**src/rtl/bus_arbiter.sv**
```systemverilog
// bus_arbiter: two-master (CPU, DMA) arbiter for a shared 16-bit address /
// 8-bit data bus. Each granted access holds the bus for WAIT_CYCLES cycles
// and then pulses the owner's ack.
// DMA can keep ownership across accesses with dma_lock. A pending CPU request
// is forced through once MAX_BURST locked DMA accesses have completed.
// Build option: define ARB_RR_EN for round-robin tie breaking.
// Without it, fixed priority is used and the CPU wins ties.
module bus_arbiter #(
    parameter int WAIT_CYCLES = 2,
    parameter int MAX_BURST   = 16
) (
    input  logic        clk,
    input  logic        rst_n,
    input  logic        cpu_req,
    input  logic [15:0] cpu_addr,
    input  logic        cpu_ctrl,
    input  logic [7:0]  cpu_wdata,
    output logic        cpu_ack,
    output logic [7:0]  cpu_rdata,
    input  logic        dma_req,
    input  logic [15:0] dma_addr,
    input  logic        dma_ctrl,
    input  logic [7:0]  dma_wdata,
    input  logic        dma_lock,
    output logic        dma_ack,
    output logic [7:0]  dma_rdata,
    output logic        bus_valid,
    output logic [15:0] bus_addr,
    output logic        bus_ctrl,
    output logic [7:0]  bus_wdata,
    output logic        bus_oe,
    input  logic [7:0]  bus_rdata,
    output logic [1:0]  grant
);

    // state  | meaning
    // IDLE   | no access in flight; arbitrate when any request is high
    // ACCESS | bus driven with the latched request for WAIT_CYCLES cycles
    // ACK    | one-cycle completion pulse to the owner, bus released
    localparam logic [1:0] S_IDLE   = 2'b00;
    localparam logic [1:0] S_ACCESS = 2'b01;
    localparam logic [1:0] S_ACK    = 2'b10;

    localparam logic [1:0] G_NONE = 2'b00;
    localparam logic [1:0] G_CPU  = 2'b01;
    localparam logic [1:0] G_DMA  = 2'b10;

    // The wait counter is loaded with WAIT_CYCLES-1 and counts down to zero.
    localparam logic [3:0] WAIT_LOAD = 4'(WAIT_CYCLES - 1);
    localparam logic [7:0] BURST_MAX = 8'(MAX_BURST);

    logic [1:0] state;
    logic [3:0] wait_cnt;
    logic [7:0] burst_cnt;
    logic       lock_pend;   // DMA asked to keep the bus in the last ACK
    logic       force_cpu;
    logic       pick_dma;
    logic       any_req;
    logic       policy_dma;
`ifdef ARB_RR_EN
    logic       rr_dma_next; // 0: CPU wins the next tie, 1: DMA wins it
`endif

    // Arbitration decision. It is only consumed in IDLE.
    always_comb begin
        policy_dma = 1'b0;
`ifdef ARB_RR_EN
        policy_dma = rr_dma_next;
`endif
        any_req   = cpu_req | dma_req;
        force_cpu = cpu_req && (burst_cnt >= BURST_MAX);
        pick_dma  = 1'b0;
        if (dma_req && !force_cpu) begin
            if (!cpu_req || lock_pend || policy_dma) begin
                pick_dma = 1'b1;
            end
        end
    end

    // Sequencer: state, counters, and all registered outputs.
    always_ff @(posedge clk or negedge rst_n) begin
        if (!rst_n) begin
            state       <= S_IDLE;
            wait_cnt    <= 4'd0;
            burst_cnt   <= 8'd0;
            lock_pend   <= 1'b0;
            grant       <= G_NONE;
            bus_valid   <= 1'b0;
            bus_oe      <= 1'b0;
            bus_addr    <= 16'h0000;
            bus_ctrl    <= 1'b0;
            bus_wdata   <= 8'h00;
            cpu_ack     <= 1'b0;
            dma_ack     <= 1'b0;
            cpu_rdata   <= 8'h00;
            dma_rdata   <= 8'h00;
`ifdef ARB_RR_EN
            rr_dma_next <= 1'b0;
`endif
        end else begin
            case (state)
                S_IDLE: begin
                    // A lock only carries into the IDLE cycle that
                    // immediately follows the locked access.
                    lock_pend <= 1'b0;
                    if (any_req) begin
                        state     <= S_ACCESS;
                        wait_cnt  <= WAIT_LOAD;
                        bus_valid <= 1'b1;
                        if (pick_dma) begin
                            grant     <= G_DMA;
                            bus_addr  <= dma_addr;
                            bus_ctrl  <= dma_ctrl;
                            bus_wdata <= dma_wdata;
                            bus_oe    <= dma_ctrl;
                        end else begin
                            grant     <= G_CPU;
                            bus_addr  <= cpu_addr;
                            bus_ctrl  <= cpu_ctrl;
                            bus_wdata <= cpu_wdata;
                            bus_oe    <= cpu_ctrl;
                            burst_cnt <= 8'd0;
                        end
`ifdef ARB_RR_EN
                        rr_dma_next <= !pick_dma;
`endif
                    end else begin
                        grant <= G_NONE;
                    end
                end
                S_ACCESS: begin
                    if (wait_cnt == 4'd0) begin
                        state     <= S_ACK;
                        bus_valid <= 1'b0;
                        bus_oe    <= 1'b0;
                        if (grant == G_DMA) begin
                            dma_ack <= 1'b1;
                            if (!bus_ctrl) begin
                                dma_rdata <= bus_rdata;
                            end
                        end else begin
                            cpu_ack <= 1'b1;
                            if (!bus_ctrl) begin
                                cpu_rdata <= bus_rdata;
                            end
                        end
                    end else begin
                        wait_cnt <= wait_cnt - 4'd1;
                    end
                end
                S_ACK: begin
                    state   <= S_IDLE;
                    cpu_ack <= 1'b0;
                    dma_ack <= 1'b0;
                    grant   <= G_NONE;
                    if (grant == G_DMA) begin
                        if (dma_lock) begin
                            lock_pend <= 1'b1;
                            // Saturate so that a long uncontested burst
                            // cannot wrap the counter.
                            if (burst_cnt < BURST_MAX) begin
                                burst_cnt <= burst_cnt + 8'd1;
                            end
                        end else begin
                            burst_cnt <= 8'd0;
                        end
                    end
                end
                default: begin
                    state <= S_IDLE;
                end
            endcase
        end
    end

endmodule

```
**config.mk**
```make
export PLATFORM = sky130hd
export DESIGN_NAME = bus_arbiter
export DESIGN_NICKNAME = d
export VERILOG_FILES = /design/src/rtl/bus_arbiter.sv
export SDC_FILE = /design/constraint.sdc
export NUM_CORES = 1
export LEC_CHECK = 0
export ABC_AREA = 1
export CORE_MARGIN = 2
export CORE_UTILIZATION = 63
export DETAILED_ROUTE_END_ITERATION = 8
export DONT_BUFFER_PORTS = 1
export GPL_TIMING_DRIVEN = 0
export PLACE_DENSITY = 0.79
export RECOVER_POWER = 100
export SLEW_MARGIN = 10
export SYNTH_ARGS = -nofsm -noshare
export SYNTH_HDL_FRONTEND = slang
export SYNTH_SLANG_ARGS = --single-unit
```
**constraint.sdc**
```tcl
create_clock -name clk -period 1.6 [get_ports clk]
set_input_delay 0.16 -clock clk [delete_from_list [all_inputs] [get_ports clk]]
set_output_delay 0.16 -clock clk [all_outputs]
set_load 0.02 [all_outputs]
```
# After elaboration in Yosys (flattened, before gate mapping)
# Index checks and enable logic that the tools add are counted.
# Widths: inputs -> output; s select.
[word_totals]
ff_bits = 62
input_bits = 63
out_inout_bits = 47
wordCells = 87
[op_classes]
add_sub_neg = 2
magnitude_cmp = 2
n_eq_ne = 12
mux = 34
bitwise = 3
n_reduce_logical = 20
[ops]
columns = ["operator", "count"]
rows = [
  ["$mux 8", 6],
  ["$mux 16", 1],
  ["$ne 2x2->1 const B", 8],
  ["$pmux 8 s2", 1],
  ["$reduce_and 3->1", 5],
  ["$mux 1", 12],
  ["$pmux 1 s2", 5],
  ["$add 8x1->8 const B", 1],
  ["$ge 8x5->1 const B", 1],
  ["$lt 8x5->1 const B", 1],
  ["$mux 2", 4],
  ["$mux 4", 2],
  ["$pmux 2 s2", 2],
  ["$pmux 4 s2", 1],
  ["$reduce_and 4->1", 2],
  ["$reduce_bool 2->1", 3],
  ["$reduce_and 5->1", 1],
  ["$eq 2x2->1 const B", 2],
  ["$logic_not 4->1", 1],
  ["$reduce_and 2->1", 2],
  ["$sub 4x1->4 const B", 1],
  ["$ne 3x3->1 const B", 1],
  ["$eq 2x1->1 const B", 1],
  ["$logic_and 1x1->1", 2],
  ["other kinds (5)", 7],
]

# Longest topological paths before layout
[depth]
word_depth = 8
ltp_mapped = 9
ltp_nobuf = 9

# Least setup slack after synthesis
# No wires, ideal clock.
[synth_path]
path_type = "register to register"
start = "register wait_cnt[0]"
end = "register cpu_rdata[0]"
setup_time_ps = 118
t_arrival_ps = 1341
slack_ps = 141
stages_incl_launch_ff = 9
path_buffers = 1
period_less_slack_ps = 1459
cell_sequence = "dfrtp_1 > inv_1 > ha_1 > nand3_1 > nor2_8 > nand3b_4 > buf_6 > nand2_1 > o21ai_2"
[synth_between]
elab_chain_len = 2
[synth_lines]
columns = ["element", "line", "text"]
rows = [
  ["start: declaration", "53", "logic [3:0] wait_cnt;"],
  ["start signal: assignment", "148", "wait_cnt <= wait_cnt - 4'd1;"],
  ["$logic_not 4->1", "132", "if (wait_cnt == 4'd0) begin"],
  ["$reduce_and 4->1 (no source line)", "--", ""],
  ["end signal: assignment", "144", "cpu_rdata <= bus_rdata;"],
  ["end: declaration", "19", "output logic [7:0] cpu_rdata,"],
]
# No other way between the ends.
# A chain may end at the register's enable or synchronous reset.

# Worst setup path in the final report
[layout_path]
start = "register state[0]"
end = "register bus_addr[8]"
[layout_between]
elab_chain_len = 2
[layout_lines]
columns = ["element", "line", "text"]
rows = [
  ["start: declaration", "52", "logic [1:0] state;"],
  ["start signal: assignment", "83", "state <= S_IDLE;"],
  ["start signal: assignment", "107", "state <= S_ACCESS;"],
  ["start signal: assignment", "133", "state <= S_ACK;"],
  ["$logic_not 2->1", "101", "case (state)"],
  ["$reduce_and 2->1 (no source line)", "--", ""],
  ["end signal: assignment", "112", "bus_addr <= dma_addr;"],
  ["end signal: assignment", "118", "bus_addr <= cpu_addr;"],
  ["end: declaration", "28", "output logic [15:0] bus_addr,"],
]
# No other way between the ends.

==> flow_summary.yaml <==
min_path:
  hp-class: "in -> reg"
setup_path:
  critPathTopFamily: "buffers and inverters"
  path_max_fanout: 10
  path_buf_inv: 2
  cp.arrival_ns: 1.80
  crit_type: "reg -> reg"
  startpoint_type: "register"
  crit_required_ns: 1.89
  critPathMaxStageDelay_ns: 0.43
  cp_slowest_cell: "dfrtp_1"
  cp_cell_sequence: "nor2_2, o21ai_1, inv_2, clkbuf_2, nand3_1, nand2_1"
  cp-end-kind: "register"
global_route:
  grt_max_degree: 63
  grt_first_pass_wirelength_microns: 11900
  grt_use_total: 0.281
  grt_overflow: 0
  grt_pass1_vias: 2535
  grt_antenna_before_repair: 0
synthesis:
  ys_ff_latch: 62
  postSynthCellCount: 417
  seq_area_frac_synth: 0.485
  post_synth_num_cell_types: 23
  netlist_area_sq_um: 3200
  syn_avg_cell_area_sq_um: 7.67
  synth_nets: 484
  ys_warn_count: 0
sta:
  tightest_slew_ns: 0.829
  rsz0062_at_grt: "false"
  finalSetupViolations: 0
  fin_skew_ns: 0.00926
  finalHoldViolCount: 0
  relSlewSlack: 0.448
  fmax_mhz: 661
  fin_crit_sh: 0.946
  drv_slew: 0
  period_minus_slack_ns: 1.51
clocking:
  clk_pin_slew_ns: 0.07
  cts.sinks: 62
  clock_path_buffers: 2
  clkLatencyLatePin_ns: 0.35
  cts_tree: "done"
  cts_max_level: 3
  numCtsBuffers: 9
  cts-root-buf: "clkbuf_8"
finish:
  nFillCells: 389
  fin_util: 0.752
  final_cell_mix: "132 x nand2_1, 77 x inv_1, 62 x dfrtp_1"
  final_common_cell: "nand2_1"
  finalNetCount: 507
  antenna_cells: 0
  area_growth_syn_to_layout_pct: 13.2
  drive_gt1_frac: 0.121
  final_cell_count_no_fill: 512
flow_run:
  drv_cap: 0
floorplanning:
  coreArea_sq_um: 4820
  start_util: 0.664
  ioPinCount: 110
  rows: 25
  die_w_microns: 75.3
  die_area_sq_um: 5660
  die_height_microns: 75.3
routing:
  wl_per_cell_microns: 14.7
  firstDrtPassIters: 5
  drc: 0
  finalWirelength_microns: 7540
  ant_nets: 0
  viasPerCell: 5.37
  vias: 2750
  drtIter0Drc: 180
placement:
  port_buffers: 0
  gp_congestion: 0.809
  dpl.hpwl_microns: 5040
  place_inst: 484
power_and_ir_drop:
  power.leakage_nw: 2.00
  pwr_density_cell_nw_per_um2: 1900
  ir_drop_mv: 1.22
run_status:
  status: "finished, final reports clean"
==> state kept, by name, indices dropped and copies added, names as in the netlist <==
register,count
burst_cnt,8
bus_addr,16
bus_ctrl,1
bus_oe,1
bus_valid,1
bus_wdata,8
cpu_ack,1
cpu_rdata,8
dma_ack,1
dma_rdata,8
grant,2
lock_pend,1
state,2
wait_cnt,4
==> worst register-to-register path: cells and delay by family (launching register included) <==
| family | cells | cell delay, ns |
|---|---|---|
| buffers and inverters | 2 | 0.48 |
| and+or+nand+nor | 3 | 0.38 |
| AOI/OAI and AO/OA | 1 | 0.16 |
| DFF | 1 | 0.43 |
==> power breakdown <==
group	total, mW	switching [mW]	internal [mW]
combinational	2.07	1.35	0.720
clock	1.39	0.666	0.720
sequential	3.41	1.19	2.22
total	6.87	3.21	3.66
==> path summary, 6_finish.rpt <==
check                             startpoint      endpoint  slack (ns)  depth (start not counted)
worst max register to register      state[0]   bus_addr[8]        0.09                          6
min in group asynchronous              rst_n  bus_wdata[2]        0.49                          2
worst min register to register  burst_cnt[3]  burst_cnt[3]        0.48                          2
worst min-delay path            cpu_addr[14]  bus_addr[14]        0.01                          4
worst max-delay path                state[0]   bus_addr[8]        0.09                          6
max in group asynchronous              rst_n        bus_oe        0.56                          2
==> layer usage <==
layer	track usage	share of wire	vias to the layer above
li1	-	-	1336
met1	0.378	0.41	1280
met2	0.419	0.48	121
met3	0.0991	0.092	13
met4	0.113	0.014	0
met5	0	0	-
==> final cells by class <==
class	count	area, sq um	area share
sequential	62	1550	0.428
clock buffer	9	124	0.0342
buffer	16	86.3	0.0238
inverter	82	308	0.0850
tap	67	83.8	0.0231
clock inverter	7	73.8	0.0204
timing repair buffer	12	113	0.0311
multi-input combinational	257	1280	0.354
==> logic make-up after synthesis <==
logic type	share of synthesized area
buf+inv	0.121
fa+ha+maj	0.0156
flops	0.485
simple gates	0.327
compound gates	0.0512
==> through the flow <==
| stage | worst slack (ns) | TNS, ns | instance area (sq um) | total power [mW] | hold WS (ns) |
|---|---|---|---|---|---|
| 2_1_floorplan | 0.141 | 0 | 3200 | 4.85 | -0.136 |
| 3_3_place_gp | 0.0159 | 0 | 3280 | 5.27 | -0.134 |
| 3_5_place_dp | -0.0190 | -0.0190 | 3280 | 5.36 | -0.134 |
| 4_1_cts | 0.0459 | 0 | 3570 | 6.79 | -0.507 |
| 5_1_grt | 0.00698 | 0 | 3620 | 7.34 | 0.0242 |
| 6_report | 0.0862 | 0 | 3620 | 6.87 | 0.0140 |
==> cells in the mapped netlist <==
library cell  instances  area, sq um
nand3_1              37          185
clkbuf_1              5         18.8
nor3_1                4         20.0
nand4_2               1         12.5
o21ai_2               9         78.8
ha_1                  4         50.1
nand3_2               1         10.0
nor2_8                2         40.0
nor2_1               18         67.6
nand4_1              25          156
nand3b_4              1         20.0
nand2_2               3         18.8
inv_1                77          289
dfrtp_1              62         1550
buf_2                 9         45.0
a21oi_1               1         5.00
o21ai_0              16         80.1
inv_2                 5         18.8
nor2_2                1         6.26
nand2_4               1         11.3
buf_6                 1         11.3
buf_1                 1         3.75
nand2_1             133          499
==> what timing repair did <==
item / 4_1_cts / 5_1_grt
setup buffers: 0 / 2
hold buffers: 8 / 2
pin swaps: 0 / 1
gates resized for setup: 3 / 11
endpoints found under the hold margin: 78 / 62
setup endpoints to repair: 3 / 34
Note: power is estimated with default switching activity, not from simulation.
